<file path="config.mk">
export PLATFORM = sky130hd
export DESIGN_NAME = l1c_axi_master
export DESIGN_NICKNAME = d
export VERILOG_FILES = /design/src/rtl/l1c_axi_master.sv
export SDC_FILE = /design/constraint.sdc
export NUM_CORES = 1
export LEC_CHECK = 0
export CORE_AREA = 2 2 116 118
export DETAILED_ROUTE_END_ITERATION = 16
export DIE_AREA = 0 0 118 120
export PLACE_DENSITY_LB_ADDON = 0.25
export SLEW_MARGIN = 20
export SYNTH_ARGS = -nofsm -noshare
export SYNTH_HDL_FRONTEND = slang
export SYNTH_SLANG_ARGS = --single-unit
</file>
<file path="constraint.sdc">
create_clock -name clk -period 1.9 [get_ports clk]
set_clock_uncertainty 0.05 [all_clocks]
set_input_delay 0.19 -clock clk [delete_from_list [all_inputs] [get_ports clk]]
set_output_delay 0.19 -clock clk [all_outputs]
set_load 0.05 [all_outputs]
</file>
<file path="src/rtl/l1c_axi_master.sv">
// l1c_axi_master
//   Memory-side stage behind an L1 cache controller. A line read from the cache
//   becomes one LINE_WORDS-beat INCR AXI4 read burst. The returned beats are
//   forwarded to the cache one word per cycle. A write-through store becomes
//   one single-beat AXI4 write.
//
//   Ports:
//     clk, rst                 clock and asynchronous active-low reset
//     c_req/c_addr/c_write     cache request; held until c_wait falls
//     c_in/c_type              store data and active-low byte mask
//     c_out/c_valid/c_wait     read beat data, beat strobe, transaction busy
//     AR*/R*/AW*/W*/B*         AXI4 master channels
//     resp_err                 sticky bus error flag
//
//   Build option: define L1C_AXI_RESP_CHECK_EN to make resp_err latch
//   non-OKAY RRESP/BRESP. Without it, resp_err is tied to 0.
module l1c_axi_master #(
  parameter logic [3:0]  ID         = 4'h0,
  parameter int unsigned LINE_WORDS = 4,
  parameter int unsigned ADDR_W     = 32,
  parameter int unsigned DATA_W     = 32
) (
  input  logic              clk,
  input  logic              rst,
  input  logic              c_req,
  input  logic [ADDR_W-1:0] c_addr,
  input  logic              c_write,
  input  logic [DATA_W-1:0] c_in,
  input  logic [3:0]        c_type,
  output logic [DATA_W-1:0] c_out,
  output logic              c_valid,
  output logic              c_wait,
  output logic [3:0]        ARID,
  output logic [ADDR_W-1:0] ARADDR,
  output logic [7:0]        ARLEN,
  output logic [2:0]        ARSIZE,
  output logic [1:0]        ARBURST,
  output logic              ARVALID,
  input  logic              ARREADY,
  input  logic [3:0]        RID,
  input  logic [DATA_W-1:0] RDATA,
  input  logic [1:0]        RRESP,
  input  logic              RLAST,
  input  logic              RVALID,
  output logic              RREADY,
  output logic [3:0]        AWID,
  output logic [ADDR_W-1:0] AWADDR,
  output logic [7:0]        AWLEN,
  output logic [2:0]        AWSIZE,
  output logic [1:0]        AWBURST,
  output logic              AWVALID,
  input  logic              AWREADY,
  output logic [DATA_W-1:0] WDATA,
  output logic [3:0]        WSTRB,
  output logic              WLAST,
  output logic              WVALID,
  input  logic              WREADY,
  input  logic [3:0]        BID,
  input  logic [1:0]        BRESP,
  input  logic              BVALID,
  output logic              BREADY,
  output logic              resp_err
);

  typedef enum logic [2:0] {
    S_IDLE,
    S_RD_ADDR,
    S_RD_DATA,
    S_WR_REQ,
    S_WR_RESP
  } state_t;

  localparam int unsigned     CNT_W    = (LINE_WORDS > 1) ? $clog2(LINE_WORDS) : 1;
  localparam logic [CNT_W-1:0] LAST_CNT = CNT_W'(LINE_WORDS - 1);

  state_t            r_state;
  state_t            w_next;
  logic [ADDR_W-1:0] r_addr;
  logic [DATA_W-1:0] r_wdata;
  logic [3:0]        r_type;
  logic [CNT_W-1:0]  r_cnt;
  logic              r_aw_done;
  logic              r_w_done;
  logic              r_drain;

  logic w_beat;
  logic w_rd_done;
  logic w_aw_hs;
  logic w_w_hs;

  // Request fields are static for the life of a transaction.
  assign ARID    = ID;
  assign ARADDR  = {r_addr[ADDR_W-1:4], 4'h0};
  assign ARLEN   = 8'(LINE_WORDS - 1);
  assign ARSIZE  = 3'b010;
  assign ARBURST = 2'b01;
  assign AWID    = ID;
  assign AWADDR  = r_addr;
  assign AWLEN   = 8'd0;
  assign AWSIZE  = 3'b010;
  assign AWBURST = 2'b01;
  assign WDATA   = r_wdata;
  assign WSTRB   = ~r_type;
  assign WLAST   = 1'b1;

  always_ff @(posedge clk or negedge rst) begin
    if (!rst) r_state <= S_IDLE;
    else      r_state <= w_next;
  end

  always_comb begin
    w_next    = r_state;
    c_out     = '0;
    c_valid   = 1'b0;
    c_wait    = 1'b0;
    ARVALID   = 1'b0;
    RREADY    = 1'b0;
    AWVALID   = 1'b0;
    WVALID    = 1'b0;
    BREADY    = 1'b0;
    w_beat    = 1'b0;
    w_rd_done = 1'b0;
    w_aw_hs   = 1'b0;
    w_w_hs    = 1'b0;
    case (r_state)
      S_IDLE: begin
        c_wait = c_req;
        // Beats left over from a burst that was cut short by the counter are
        // still accepted here and discarded. A new request waits until RLAST.
        RREADY = r_drain;
        if (c_req && !r_drain) w_next = c_write ? S_WR_REQ : S_RD_ADDR;
      end
      S_RD_ADDR: begin
        c_wait  = 1'b1;
        ARVALID = 1'b1;
        if (ARREADY) w_next = S_RD_DATA;
      end
      S_RD_DATA: begin
        c_wait = 1'b1;
        RREADY = 1'b1;
        if (RVALID) begin
          c_valid = 1'b1;
          c_out   = RDATA;
          w_beat  = 1'b1;
          if (RLAST || (r_cnt == LAST_CNT)) begin
            w_rd_done = 1'b1;
            c_wait    = 1'b0;
            w_next    = S_IDLE;
          end
        end
      end
      S_WR_REQ: begin
        c_wait  = 1'b1;
        AWVALID = !r_aw_done;
        WVALID  = !r_w_done;
        w_aw_hs = !r_aw_done && AWREADY;
        w_w_hs  = !r_w_done && WREADY;
        if ((r_aw_done || w_aw_hs) && (r_w_done || w_w_hs)) w_next = S_WR_RESP;
      end
      S_WR_RESP: begin
        BREADY = 1'b1;
        c_wait = !BVALID;
        if (BVALID) w_next = S_IDLE;
      end
      default: w_next = S_IDLE;
    endcase
  end

  always_ff @(posedge clk or negedge rst) begin
    if (!rst) begin
      r_addr    <= '0;
      r_wdata   <= '0;
      r_type    <= '1;
      r_cnt     <= '0;
      r_aw_done <= 1'b0;
      r_w_done  <= 1'b0;
      r_drain   <= 1'b0;
    end else begin
      if (r_state == S_IDLE) begin
        r_aw_done <= 1'b0;
        r_w_done  <= 1'b0;
        if (c_req) begin
          r_addr  <= c_addr;
          r_wdata <= c_in;
          r_type  <= c_type;
        end
        if (r_drain && RVALID && RLAST) r_drain <= 1'b0;
      end
      if (r_state == S_RD_ADDR && ARREADY) r_cnt <= '0;
      if (w_beat)                          r_cnt <= r_cnt + CNT_W'(1);
      if (w_rd_done && !RLAST)             r_drain <= 1'b1;
      if (w_aw_hs)                         r_aw_done <= 1'b1;
      if (w_w_hs)                          r_w_done <= 1'b1;
    end
  end

`ifdef L1C_AXI_RESP_CHECK_EN
  logic r_resp_err;
  always_ff @(posedge clk or negedge rst) begin
    if (!rst) r_resp_err <= 1'b0;
    else if ((RVALID && RREADY && (RRESP != 2'b00)) ||
             (BVALID && BREADY && (BRESP != 2'b00)))
      r_resp_err <= 1'b1;
  end
  assign resp_err = r_resp_err;

  logic w_unused;
  assign w_unused = &{1'b0, RID, BID};
`else
  assign resp_err = 1'b0;

  logic w_unused;
  assign w_unused = &{1'b0, RID, BID, RRESP, BRESP};
`endif

endmodule

</file>
==> metrics.txt <==
cts bufs inserted 9; Mapped Cells about 320; share of layout cells above drive strength 1 0.2096; pin count of the biggest net entering global routing 44; endpoint type of the worst setup path output pin; critical path cell sequence and4bb_4 -> clkbuf_16 -> and2_4 -> buf_12; Worst EP required roughly 1.7 ns; router iterations before antenna repair 4; total track usage 0.1454; core area about 13000 sq um; Worst Hold Class input port to async pin; clk sinks 76; Diodes inserted 0; CTS H-Tree Depth 3; antenna-violating nets left 0; Syn Std Cell Area ~3800 sq um; Rel. slew slack 0.6304; ys flop type dfrtp_1; dpl ws -0.01639 ns; status finished, final reports clean; root buffer cell clkbuf_16; max-slew violations 0; Via Count 3000; Async S/R FF share, synth 1.000; final worst slack 0.02328 ns; Area growth syn-to-layout 81.95%; final worst-path cycle share 0.9877; worst r2r path cells 3; Final nets about 660; most common cell after layout, fill and taps aside clkdlybuf4s50_1; full die area between 10000 and 15000 sq um; hold slack 0.3414 ns; drt initial violations 103; die width 118 microns; Yosys warnings 0; Worst Path Arrival about 1.6 ns; # setup viols final 0; Buf/Inv on CP 2; most frequent cells in the layout clkdlybuf4s50_1, dfrtp_1, mux2_1, buf_12, conb_1; Placement Rows 42; TritonCTS clock tree done; grt ovf 0; synth unique cells 34; IO Port Bufs ~240; post-DR wirelength/cell between 10 and 15 microns; DP HPWL ~8.3 mm; number of global-route vias before repair roughly 3100; Final Wtd Congestion just under 0.8; Slew @ Worst Pin around 0.55 ns; FILL cells 1142; Syn Area/Cell about 12 sq um; Power Density between 2000 and 2500 nW/um^2; post-synthesis sequential area ratio 0.4984; initial antenna violation count 0; non-filler cells, final 720; CTS clk-pin slew, worst paths 0.06 ns; Fin Setup TNS 0 ns; Max Root-Sink Buffers 2; max incr delay on CP between 0.4 and 0.5 ns; worst-skew pair later-pin latency between 0.3 and 0.4 ns; post-layout util 0.5363; cell depth of the worst setup path 4; Initial Utilization 0.2948; slowest CP cell dfrtp_2; final-report hold violation count 0; FF+latch count, synth between 70 and 80; critical path startpoint category flop; unrepaired setup endpoints after global routing true; vias per inst between 4 and 5; Die Y roughly 120 microns; critical path peak fanout 9; FMAX between 0.5 and 0.6 GHz; first-pass GRT wire length around 16 mm; CP top delay family simple AND/OR/NAND/NOR gates; Period minus WS final approximately 1.9 ns; drt drc 0; worst vdd ir ~0.57 mV; number of max-cap violations 0; Crit Path Class flop to output pin; Cells after DPL 699; Post-synth EDFFs 0; routed wire length between 10 and 15 mm; P_leak ~2.9 nW; # IOs around 300
path summary, 6_finish.rpt:
path | end | slack (ns) | startpoint
hold / removal | WDATA[11]$_DFFE_PN0P_ | 0.34 | rst
max in group asynchronous | r_type[3]$_DFFE_PN1P_ | 0.87 | rst
hold reg to reg | WDATA[17]$_DFFE_PN0P_ | 0.43 | WDATA[17]$_DFFE_PN0P_
setup reg to reg | AWADDR[17]$_DFFE_PN0P_ | 0.20 | r_state[0]$_DFFE_PN0P_
setup / recovery | c_out[9] | 0.02 | r_state[0]$_DFFE_PN0P_
min in group clk | r_type[2]$_DFFE_PN1P_ | 0.36 | c_type[2]
timing repair:
action,CTS,global route
setup endpoints to repair,8,33
setup buffers,0,2
gates resized for setup,8,28
pin swaps,0,22
endpoints found under the hold margin,32,0
cloned,0,2
hold buffers,1,0
synth_stat cells (all sizes together) (2+ instances only):
master | instances | area share
buf | 79 | 0.17
dfrtp | 72 | 0.47
mux2 | 64 | 0.19
and2 | 32 | 0.052
nand2 | 9 | 0.0088
o21ai | 9 | 0.012
inv | 8 | 0.0078
nor2 | 5 | 0.0049
clkbuf | 4 | 0.0039
dfstp | 4 | 0.027
a21oi | 3 | 0.0039
o22ai | 3 | 0.0049
a2bb2oi | 2 | 0.0046
conb | 2 | 0.0020
nor3 | 2 | 0.0026
nor3b | 2 | 0.0039
o211ai | 2 | 0.0039
flip-flops by register name (all words and copies together), names as in the netlist:
name,count
AWADDR,32
WDATA,32
r_type,4
r_state,3
r_cnt,2
r_aw_done,1
r_drain,1
r_w_done,1
area by class of cell:
type                    count  area, sq um  share of cell area
clock buffers              12        256.5             0.03684
flip-flops and latches     76         1908              0.2741
multi-input cells         186         1490              0.2141
inverters                   8        30.03            0.004313
repair buffers            258         3009              0.4322
well taps                 176        220.2             0.03163
clock inverters             4        47.55            0.006830
power breakdown:
part	switching (W)	internal [W]	total, W
logic	0.00592	0.00345	0.00937
clock network	0.000632	0.00108	0.00172
registers	0.000486	0.00246	0.00295
layer usage:
layer,vias to the layer above,track usage,share of wire
met2,184,0.2631,0.52
met4,0,0.04518,0.0096
li1,1387,-,-
met1,1421,0.1570,0.37
met5,-,0,0
met3,8,0.05513,0.099
stage by stage:
| step | total power (W) | area [sq um] |
|---|---|---|
| after floorplan | 0.009303 | 3979 |
| after global placement | 0.01214 | 6506 |
| after detailed placement | 0.01228 | 6506 |
| after CTS | 0.01406 | 6843 |
| after global routing | 0.01463 | 6962 |
| final | 0.01403 | 6962 |
cells by family (layout without fill, tap and decap cells):
logic type / count (synthesis) / count (layout) / synth area share
compound gates: 23 / 23 / 0.03826
fa+ha+maj: 1 / 1 / 0.003270
buf+inv: 91 / 282 / 0.1776
flops: 76 / 76 / 0.4984
mux: 65 / 65 / 0.1910
other cells: 2 / 40 / 0.001963
simple gates: 57 / 57 / 0.08960
No activity file was read; power rests on OpenSTA's default activity.
